===== src/rtl/clock_div_pkg.sv =====
// Shared types and helpers for the runtime-programmable clock divider.
package clock_div_pkg;

    typedef enum logic [1:0] {
        IDLE    = 2'd0,
        PENDING = 2'd1,
        APPLIED = 2'd2
    } state_t;

    // Midpoint of the counter range; CLK_OUT is the counter MSB, high at and above it.
    function automatic int half_of(input int width);
        return 1 << (width - 1);
    endfunction

    // A setting is usable only if the counter crosses the MSB boundary every period.
    function automatic logic cfg_valid(input int lower, input int upper, input int width);
        return (lower < half_of(width)) && (half_of(width) <= upper);
    endfunction

endpackage


===== src/rtl/clock_div_core.sv =====
// Divide counter: free-running increment, wrap-and-reload at the upper bound, HOLD freeze.
module clock_div_core
    import clock_div_pkg::*;
#(
    parameter int width      = 4,
    parameter int init_upper = 9
) (
    input  logic             CLK,
    input  logic             RST,
    input  logic             HOLD,
    input  logic             load_lower,
    input  logic [width-1:0] pend_lower,
    input  logic [width-1:0] act_lower,
    input  logic [width-1:0] act_upper,
    output logic [width-1:0] cntr,
    output logic             wrap,
    output logic             clk_out,
    output logic             preedge
);

    localparam int               HALF     = half_of(width);
    localparam logic [width-1:0] PRE_EDGE = width'(HALF - 1);

    // A held counter never wraps, so a pending setting cannot slip in during HOLD.
    assign wrap    = !HOLD && (cntr == act_upper);
    assign clk_out = cntr[width-1];
    assign preedge = !HOLD && (cntr == PRE_EDGE);

    always_ff @(posedge CLK) begin
        if (RST) begin
            cntr <= width'(init_upper);
        end else if (!HOLD) begin
            if (cntr == act_upper)
                cntr <= load_lower ? pend_lower : act_lower;
            else
                cntr <= cntr + 1'b1;
        end
    end

endmodule


===== src/rtl/clock_div_ctrl.sv =====
// Clock-divider controller: config handshake, pending registers and period-boundary apply.
module clock_div_ctrl
    import clock_div_pkg::*;
#(
    parameter int width      = 4,
    parameter int init_lower = 7,
    parameter int init_upper = 9
) (
    input  logic             CLK,
    input  logic             RST,
    input  logic             CFG_EN,
    input  logic [width-1:0] CFG_LOWER,
    input  logic [width-1:0] CFG_UPPER,
    output logic             CFG_RDY,
    output logic             CFG_DONE,
    output logic             CFG_ERR,
    input  logic             HOLD,
    output logic [width-1:0] CNTR,
    output logic             CLK_OUT,
    output logic             PREEDGE,
    output logic [width-1:0] ACT_LOWER,
    output logic [width-1:0] ACT_UPPER
);

    state_t           state;
    logic             rdy_r;
    logic             done_r;
    logic             err_r;
    logic [width-1:0] act_lower_r;
    logic [width-1:0] act_upper_r;
    logic [width-1:0] pend_lower;
    logic [width-1:0] pend_upper;
    logic             req_ok;
    logic             capture;
    logic             wrap;
    logic             load_lower;

    assign req_ok     = cfg_valid(int'(CFG_LOWER), int'(CFG_UPPER), width);
    assign capture    = (state == IDLE) && CFG_EN && req_ok;
    assign load_lower = (state == PENDING);

    clock_div_core #(
        .width      (width),
        .init_upper (init_upper)
    ) u_core (
        .CLK        (CLK),
        .RST        (RST),
        .HOLD       (HOLD),
        .load_lower (load_lower),
        .pend_lower (pend_lower),
        .act_lower  (act_lower_r),
        .act_upper  (act_upper_r),
        .cntr       (CNTR),
        .wrap       (wrap),
        .clk_out    (CLK_OUT),
        .preedge    (PREEDGE)
    );

    // Pending bounds are plain data: only meaningful while PENDING, so no reset.
    always_ff @(posedge CLK) begin
        if (capture) begin
            pend_lower <= CFG_LOWER;
            pend_upper <= CFG_UPPER;
        end
    end

    always_ff @(posedge CLK) begin
        if (RST) begin
            state       <= IDLE;
            rdy_r       <= 1'b1;
            done_r      <= 1'b0;
            err_r       <= 1'b0;
            act_lower_r <= width'(init_lower);
            act_upper_r <= width'(init_upper);
        end else begin
            done_r <= 1'b0;
            err_r  <= 1'b0;
            case (state)
                IDLE: begin
                    if (CFG_EN) begin
                        if (req_ok) begin
                            state <= PENDING;
                            rdy_r <= 1'b0;
                        end else begin
                            err_r <= 1'b1;
                        end
                    end
                end
                PENDING: begin
                    // The core reloads from pend_lower on this same edge.
                    if (wrap) begin
                        act_lower_r <= pend_lower;
                        act_upper_r <= pend_upper;
                        done_r      <= 1'b1;
                        state       <= APPLIED;
                    end
                end
                APPLIED: begin
                    state <= IDLE;
                    rdy_r <= 1'b1;
                end
                default: begin
                    state <= IDLE;
                    rdy_r <= 1'b1;
                end
            endcase
        end
    end

    assign CFG_RDY   = rdy_r;
    assign CFG_DONE  = done_r;
    assign CFG_ERR   = err_r;
    assign ACT_LOWER = act_lower_r;
    assign ACT_UPPER = act_upper_r;

endmodule

===== config.mk =====
export PLATFORM = sky130hd
export DESIGN_NAME = clock_div_ctrl
export DESIGN_NICKNAME = d
export VERILOG_FILES = /design/src/rtl/clock_div_pkg.sv /design/src/rtl/clock_div_core.sv /design/src/rtl/clock_div_ctrl.sv
export SDC_FILE = /design/constraint.sdc
export NUM_CORES = 1
export LEC_CHECK = 0
export CORE_UTILIZATION = 47
export CTS_CLUSTER_DIAMETER = 100
export DETAILED_ROUTE_END_ITERATION = 10
export GPL_ROUTABILITY_DRIVEN = 0
export PLACE_DENSITY = 0.84
export SKIP_LAST_GASP = 1
export SLEW_MARGIN = 20
export SYNTH_ARGS = -nofsm -noshare
export SYNTH_HDL_FRONTEND = slang
export SYNTH_SLANG_ARGS = --single-unit

===== constraint.sdc =====
create_clock -name CLK -period 1.9 [get_ports CLK]
set_input_delay 0.475 -clock CLK [delete_from_list [all_inputs] [get_ports CLK]]
set_output_delay 0.475 -clock CLK [all_outputs]
set_load 0.1 [all_outputs]

# Word level (Yosys, flattened, before mapping)
# Index checks and enable logic that the tools add are counted.
[op_classes]
add_sub_neg = 1
multipliers = 0
div_mod_pow = 0
n_lt_le_gt_ge = 2
eq_ne = 6
shift = 0
muxes = 11
n_bitwise = 3
n_reduce_logical = 12
[op_table]
columns = ["operator", "n"]
rows = [
  ["two-way mux 4 bit", 2],
  ["two-way mux 2 bit", 3],
  ["!= test 2 bit, second input constant", 3],
  ["AND reduction 3 bit", 2],
  ["logical AND 1 bit", 5],
  ["adder 4 x 1 -> 4 bit, second input constant", 1],
  ["== test 4 x 3 -> 1 bit, second input constant", 1],
  ["== test 4 bit", 1],
  ["less-or-equal comparator 4 bit, first input constant", 1],
  ["< comparator 4 bit, second input constant", 1],
  ["two-way mux 1 bit", 4],
  ["case mux 2 bit (2 select lines)", 1],
  ["NOT 1 bit", 3],
  ["OR reduction 3 bit", 1],
  ["== test 2 x 1 -> 1 bit, second input constant", 1],
  ["zero test 2 bit", 1],
  ["case mux 1 bit (2 select lines)", 1],
  ["AND reduction 2 bit", 1],
  ["OR reduction 2 bit", 1],
  ["zero test 1 bit", 1],
]
[totals]
ff_bits = 25
latch_bits = 0
ram_bits = 0
mem_bits_ro = 0
input_bits = 12
out_inout_bits = 17
elab_cells = 44
n_memories = 0

# Depth between registers and ports, before layout
[logic_depth]
depth_word = 5
depth_mapped = 6

# By module
# Synthesis repeated with hierarchy kept, for this count alone.
[unflattened]
cells_unflattened = 96
area_unflattened_um2 = 1136.1
[modules_own_cells]
columns = ["module", "instances", "cells_per_inst", "area_per_inst_um2", "seq_area_each_um2"]
rows = [
  ["clock_div_ctrl", 1, 60, 763.2, 500.5],
  ["clock_div_core", 1, 36, 372.9, 80.1],
]

# Least setup slack after synthesis
# No wires, ideal clock.
[synth_path]
kind = "flip-flop to output port"
from = "register u_core.cntr[0]"
to = "output port PREEDGE"
t_arrival_ns = 3.439
slack_ns = -2.014
stages_incl_launch_ff = 4
path_buffers = 0
cell_sequence = "dfxtp_1 ha_1 nand2_1 nor3_1"
[synth_via]
elab_chain_len = 2
[synth_rtl]
columns = ["element", "line_no", "source"]
rows = [
  ["from (decl)", "clock_div_core.sv:15", "output logic [width-1:0] cntr,"],
  ["from (signal assigned)", "clock_div_core.sv:31", "cntr <= width'(init_upper);"],
  ["from (signal assigned)", "clock_div_core.sv:34", "cntr <= load_lower ? pend_lower : act_lower;"],
  ["from (signal assigned)", "clock_div_core.sv:36", "cntr <= cntr + 1'b1;"],
  ["== test 4 x 3 -> 1 bit", "clock_div_core.sv:27", "assign preedge = !HOLD && (cntr == PRE_EDGE);"],
  ["logical AND 1 bit", "clock_div_core.sv:27", ""],
  ["to (decl)", "clock_div_ctrl.sv:20", "output logic PREEDGE,"],
]
# No other way between the ends.

# Worst setup path in the final report
[layout_path]
from = "register u_core.cntr[1]"
to = "output port PREEDGE"
# Same word-level chain as after synthesis.

==> results.txt <==
- Average cell area after synthesis: approximately 11 µm²
- The largest single stage delay on the critical path is 420 ps.
* Aggregate negative setup slack: 0 ps
* Main combinational cell family by area after synthesis: simple AND/OR/NAND/NOR gates
- Relative to the synthesized area, the layout overhead comes to 52.9%.
- Worst setup path category: reg2out
* Number of library cell types mapped by synthesis: 34
* Min Clock Period, post-route: roughly 1800 ps
- Along the worst path, the maximum fanout reaches 5.
* I/O pin count: 29
- The complex-gate fraction of the synthesized area was 0.0506.
- Of the total synthesized cell area, the portion taken by AND, OR, NAND and NOR gates is 0.225.
- Post-synthesis mux area share: 0.119
- Of the total synthesized cell area, the portion taken by XOR and XNOR cells is 0.0315.
- The initial antenna violation count is 0.
* Inserted Clock Buffers: 3
* Post-detail-place hpwl: approximately 1800 µm
- Counting flops with a built-in enable in the synthesized netlist gives 8.
- Post-Route Skew: 0.613 ps
- Synthesis produced 102 cells.
- The tightest hold path in the finished design has a slack of 531 ps.
* Vias in the first global route: 822
- Arrival time of data at the critical path endpoint: 1350 ps
* Leading post-synthesis cells by instance count: sky130_fd_sc_hd__dfxtp_1, sky130_fd_sc_hd__nor2_1, sky130_fd_sc_hd__mux2i_1, sky130_fd_sc_hd__edfxtp_1, sky130_fd_sc_hd__nand2b_1
- TritonCTS built the clock tree.
* Max-slew violation count: 0
* Y dimension of the die: 50.7 µm
- Together, buffers and inverters on the worst path number 1.
* Number of levels in the clock H-tree: 1
* Worst Tran Pin Value: 488 ps
- Area share of the largest cell type after synthesis: 0.306
* Startpoint kind of the worst setup timing path: register
- Counting every sink on the clock net gives 25.
- Worst Hold Class: reg2reg
* Buffers from clock root to sink, at most: 2
- Critical path required time: about 1400 ps
* Leakage Power: 0.640 nW
- Top cell type by total area after synthesis: sky130_fd_sc_hd__dfxtp_1
- Excluding fillers, the count of instances in the completed layout stands at 163.
- For this run, the top clock speed supported by timing is 0.548 GHz.
- Adder-Cell Fraction of Synth Area: 0.0112
* Remaining antenna violation count after routing: 0
- Cell count after placement: between 150 and 200
- Timing analysis after detailed placement gives a worst setup slack of around 12 ps.
- Sequential area share after synthesis: 0.521
- Num rows: 17
* Total Power: 1.85 mW
- The first global-routing pass estimated 3740 µm of wire.
- Final period util: 0.961
- Number of design-rule violations left by the first detailed-router iteration: 18
- Across all setup checks in the final design, the least slack found is 74.2 ps.
- # diodes: 0
- Post-CTS Hold Buffers: 0
- Final routed wire length divided by cell count: between 10 and 15 µm
- The worst-case IR drop observed on VDD is 816 µV.
- Setup repair after global routing left no endpoint under its margin.
- Setup violations remaining at the end of the flow were counted as 0.
* Slew Limit Headroom: 0.674
- Summed over all layers, the global routing overflow is 0.
* Category of the worst setup path capture point: output port
- Clock-pin slew was measured on the worst setup and hold paths at 130 ps.
* Number of max-cap violations: 0
* Cells along the critical path: ha_4 -> nand2_2 -> nor3_4 -> buf_12
- Pin count of the biggest net entering global routing: 29
- Die area: about 0.0026 mm²
- During placement, the flow inserted port buffers numbering 28.
* Die Span X: 50.7 µm
- The synthesized netlist occupies a cell area of 0.00111 mm².
* Async set-or-reset flop fraction in the synthesized netlist: 0
* WL final: 2330 µm
* Share of post-route cells with drive strength above 1: 0.311
* Core box area: 0.00221 mm²
- Dominant synthesized flop cell: sky130_fd_sc_hd__dfxtp_1
- The later pin in the worst-skew pair is clocked with a latency of 320 ps.
- Fill cells in the final layout number ~160.
* Status: completed
- Count leader, synth: sky130_fd_sc_hd__dfxtp_1
* Starting Density: 0.503
- Number of resized instances in the post-cts repair step: 0
* Master of the slowest instance on the critical path: sky130_fd_sc_hd__dfxtp_4
- Summing over every cut layer, the via total after detailed routing is 875.
- After the last flow step, the layout net total stands at between 100 and 150.
- Clock tree synthesis selected as its root buffer the cell sky130_fd_sc_hd__clkbuf_4.
- # DRC: 0
* Setup Fix Bufs, Post-CTS: 0
- Total GRT Usage: 0.198
- Final Hold Fails: 0
* Number of detailed-routing iterations run before antenna repair: 5
- Yosys attributes the largest share of cell area to sky130_fd_sc_hd__dfxtp_1, sky130_fd_sc_hd__edfxtp_1, sky130_fd_sc_hd__mux2i_1.
- Category of cells accounting for the largest share of critical-path delay: flip-flops
- Via density per instance: around 5.4
* Post-synthesis sequential element count: 25
- Pwr/cell area: 1090 mW/mm²
- Yosys printed 0 warnings.
* Number of nets produced by synthesis: around 120
[area by class of cell]
class / instances / area (µm²) / share of cell area
Timing Repair Buffer: 37 / 531 / 0.312
Sequential cell: 25 / 598 / 0.351
Multi-Input combinational cell: 69 / 513 / 0.301
Clock buffer: 4 / 26.3 / 0.0154
Tap cell: 28 / 35.0 / 0.0206
[cell usage in the layout (no fill, tap or decap), types with 2 or more instances in the layout]
master,synthesis,routed
sky130_fd_sc_hd__buf_12,0,18
sky130_fd_sc_hd__nor2_1,13,13
sky130_fd_sc_hd__mux2i_1,11,11
sky130_fd_sc_hd__clkdlybuf4s50_1,0,11
sky130_fd_sc_hd__dfxtp_1,17,9
sky130_fd_sc_hd__edfxtp_1,8,8
sky130_fd_sc_hd__buf_4,2,8
sky130_fd_sc_hd__nand2b_1,7,7
sky130_fd_sc_hd__dfxtp_2,0,5
sky130_fd_sc_hd__nor2b_1,4,4
sky130_fd_sc_hd__xnor2_1,4,4
sky130_fd_sc_hd__nor4_1,4,4
sky130_fd_sc_hd__clkbuf_4,0,3
sky130_fd_sc_hd__dfxtp_4,0,3
sky130_fd_sc_hd__nor4b_1,2,2
sky130_fd_sc_hd__nand2_1,3,2
sky130_fd_sc_hd__or3_1,2,2
[worst reg2reg max path: cells and delay by family, from the launching register on]
family | cells | cell delay, ps
flip-flops | 1 | 390
multiplexers | 1 | 390
AND/OR/NAND/NOR | 2 | 660
AO/OA/AOI/OAI | 1 | 80
[state kept, by name (all words and copies together), names as in the netlist]
name         count
pend_lower       4
CFG_ERR          1
ACT_UPPER        4
u_core.cntr      4
state            2
ACT_LOWER        4
pend_upper       4
CFG_DONE         1
CFG_RDY          1
[per-layer routing]
layer  share of wire  global-route usage  vias to the layer above
met4           0.013              0.0833                        0
met2            0.54               0.362                       24
li1                -                   -                      434
met1            0.42               0.228                      411
met5               0                   0                        -
met3           0.031              0.0273                        6
[path summary, 6_finish.rpt]
check	from	endpoint	slack (ps)	cells past startpoint
worst max-delay path	u_core.cntr[1]	PREEDGE	70	4
worst max register to register	state[0]	u_core.cntr[3]	270	4
worst min register to register	ACT_UPPER[2]	ACT_UPPER[2]	530	2
worst min-delay path	ACT_UPPER[2]	ACT_UPPER[2]	530	2
[power breakdown]
group	total [mW]	switching, mW	internal (mW)
Combinational	0.905	0.536	0.369
Clock	0.243	0.160	0.0822
Sequential	0.706	0.0857	0.620
Total	1.85	0.782	1.07
[kinds of logic (layout without fill, tap and decap cells)]
group,after synthesis,in the layout
xor+xnor,4,4
mux,13,13
compound gates,8,8
buf+inv,8,41
simple gates,43,43
fa+ha+maj,1,1
flops,25,25
[through the flow]
step | area [µm²] | utilization
3_5_place_dp | 1680 | 0.758
3_3_place_gp | 1680 | 0.758
2_1_floorplan | 1160 | -
4_1_cts | 1700 | 0.770
6_report | 1700 | 0.770
5_1_grt | 1700 | 0.770
Power figures use the tool's default switching activity.
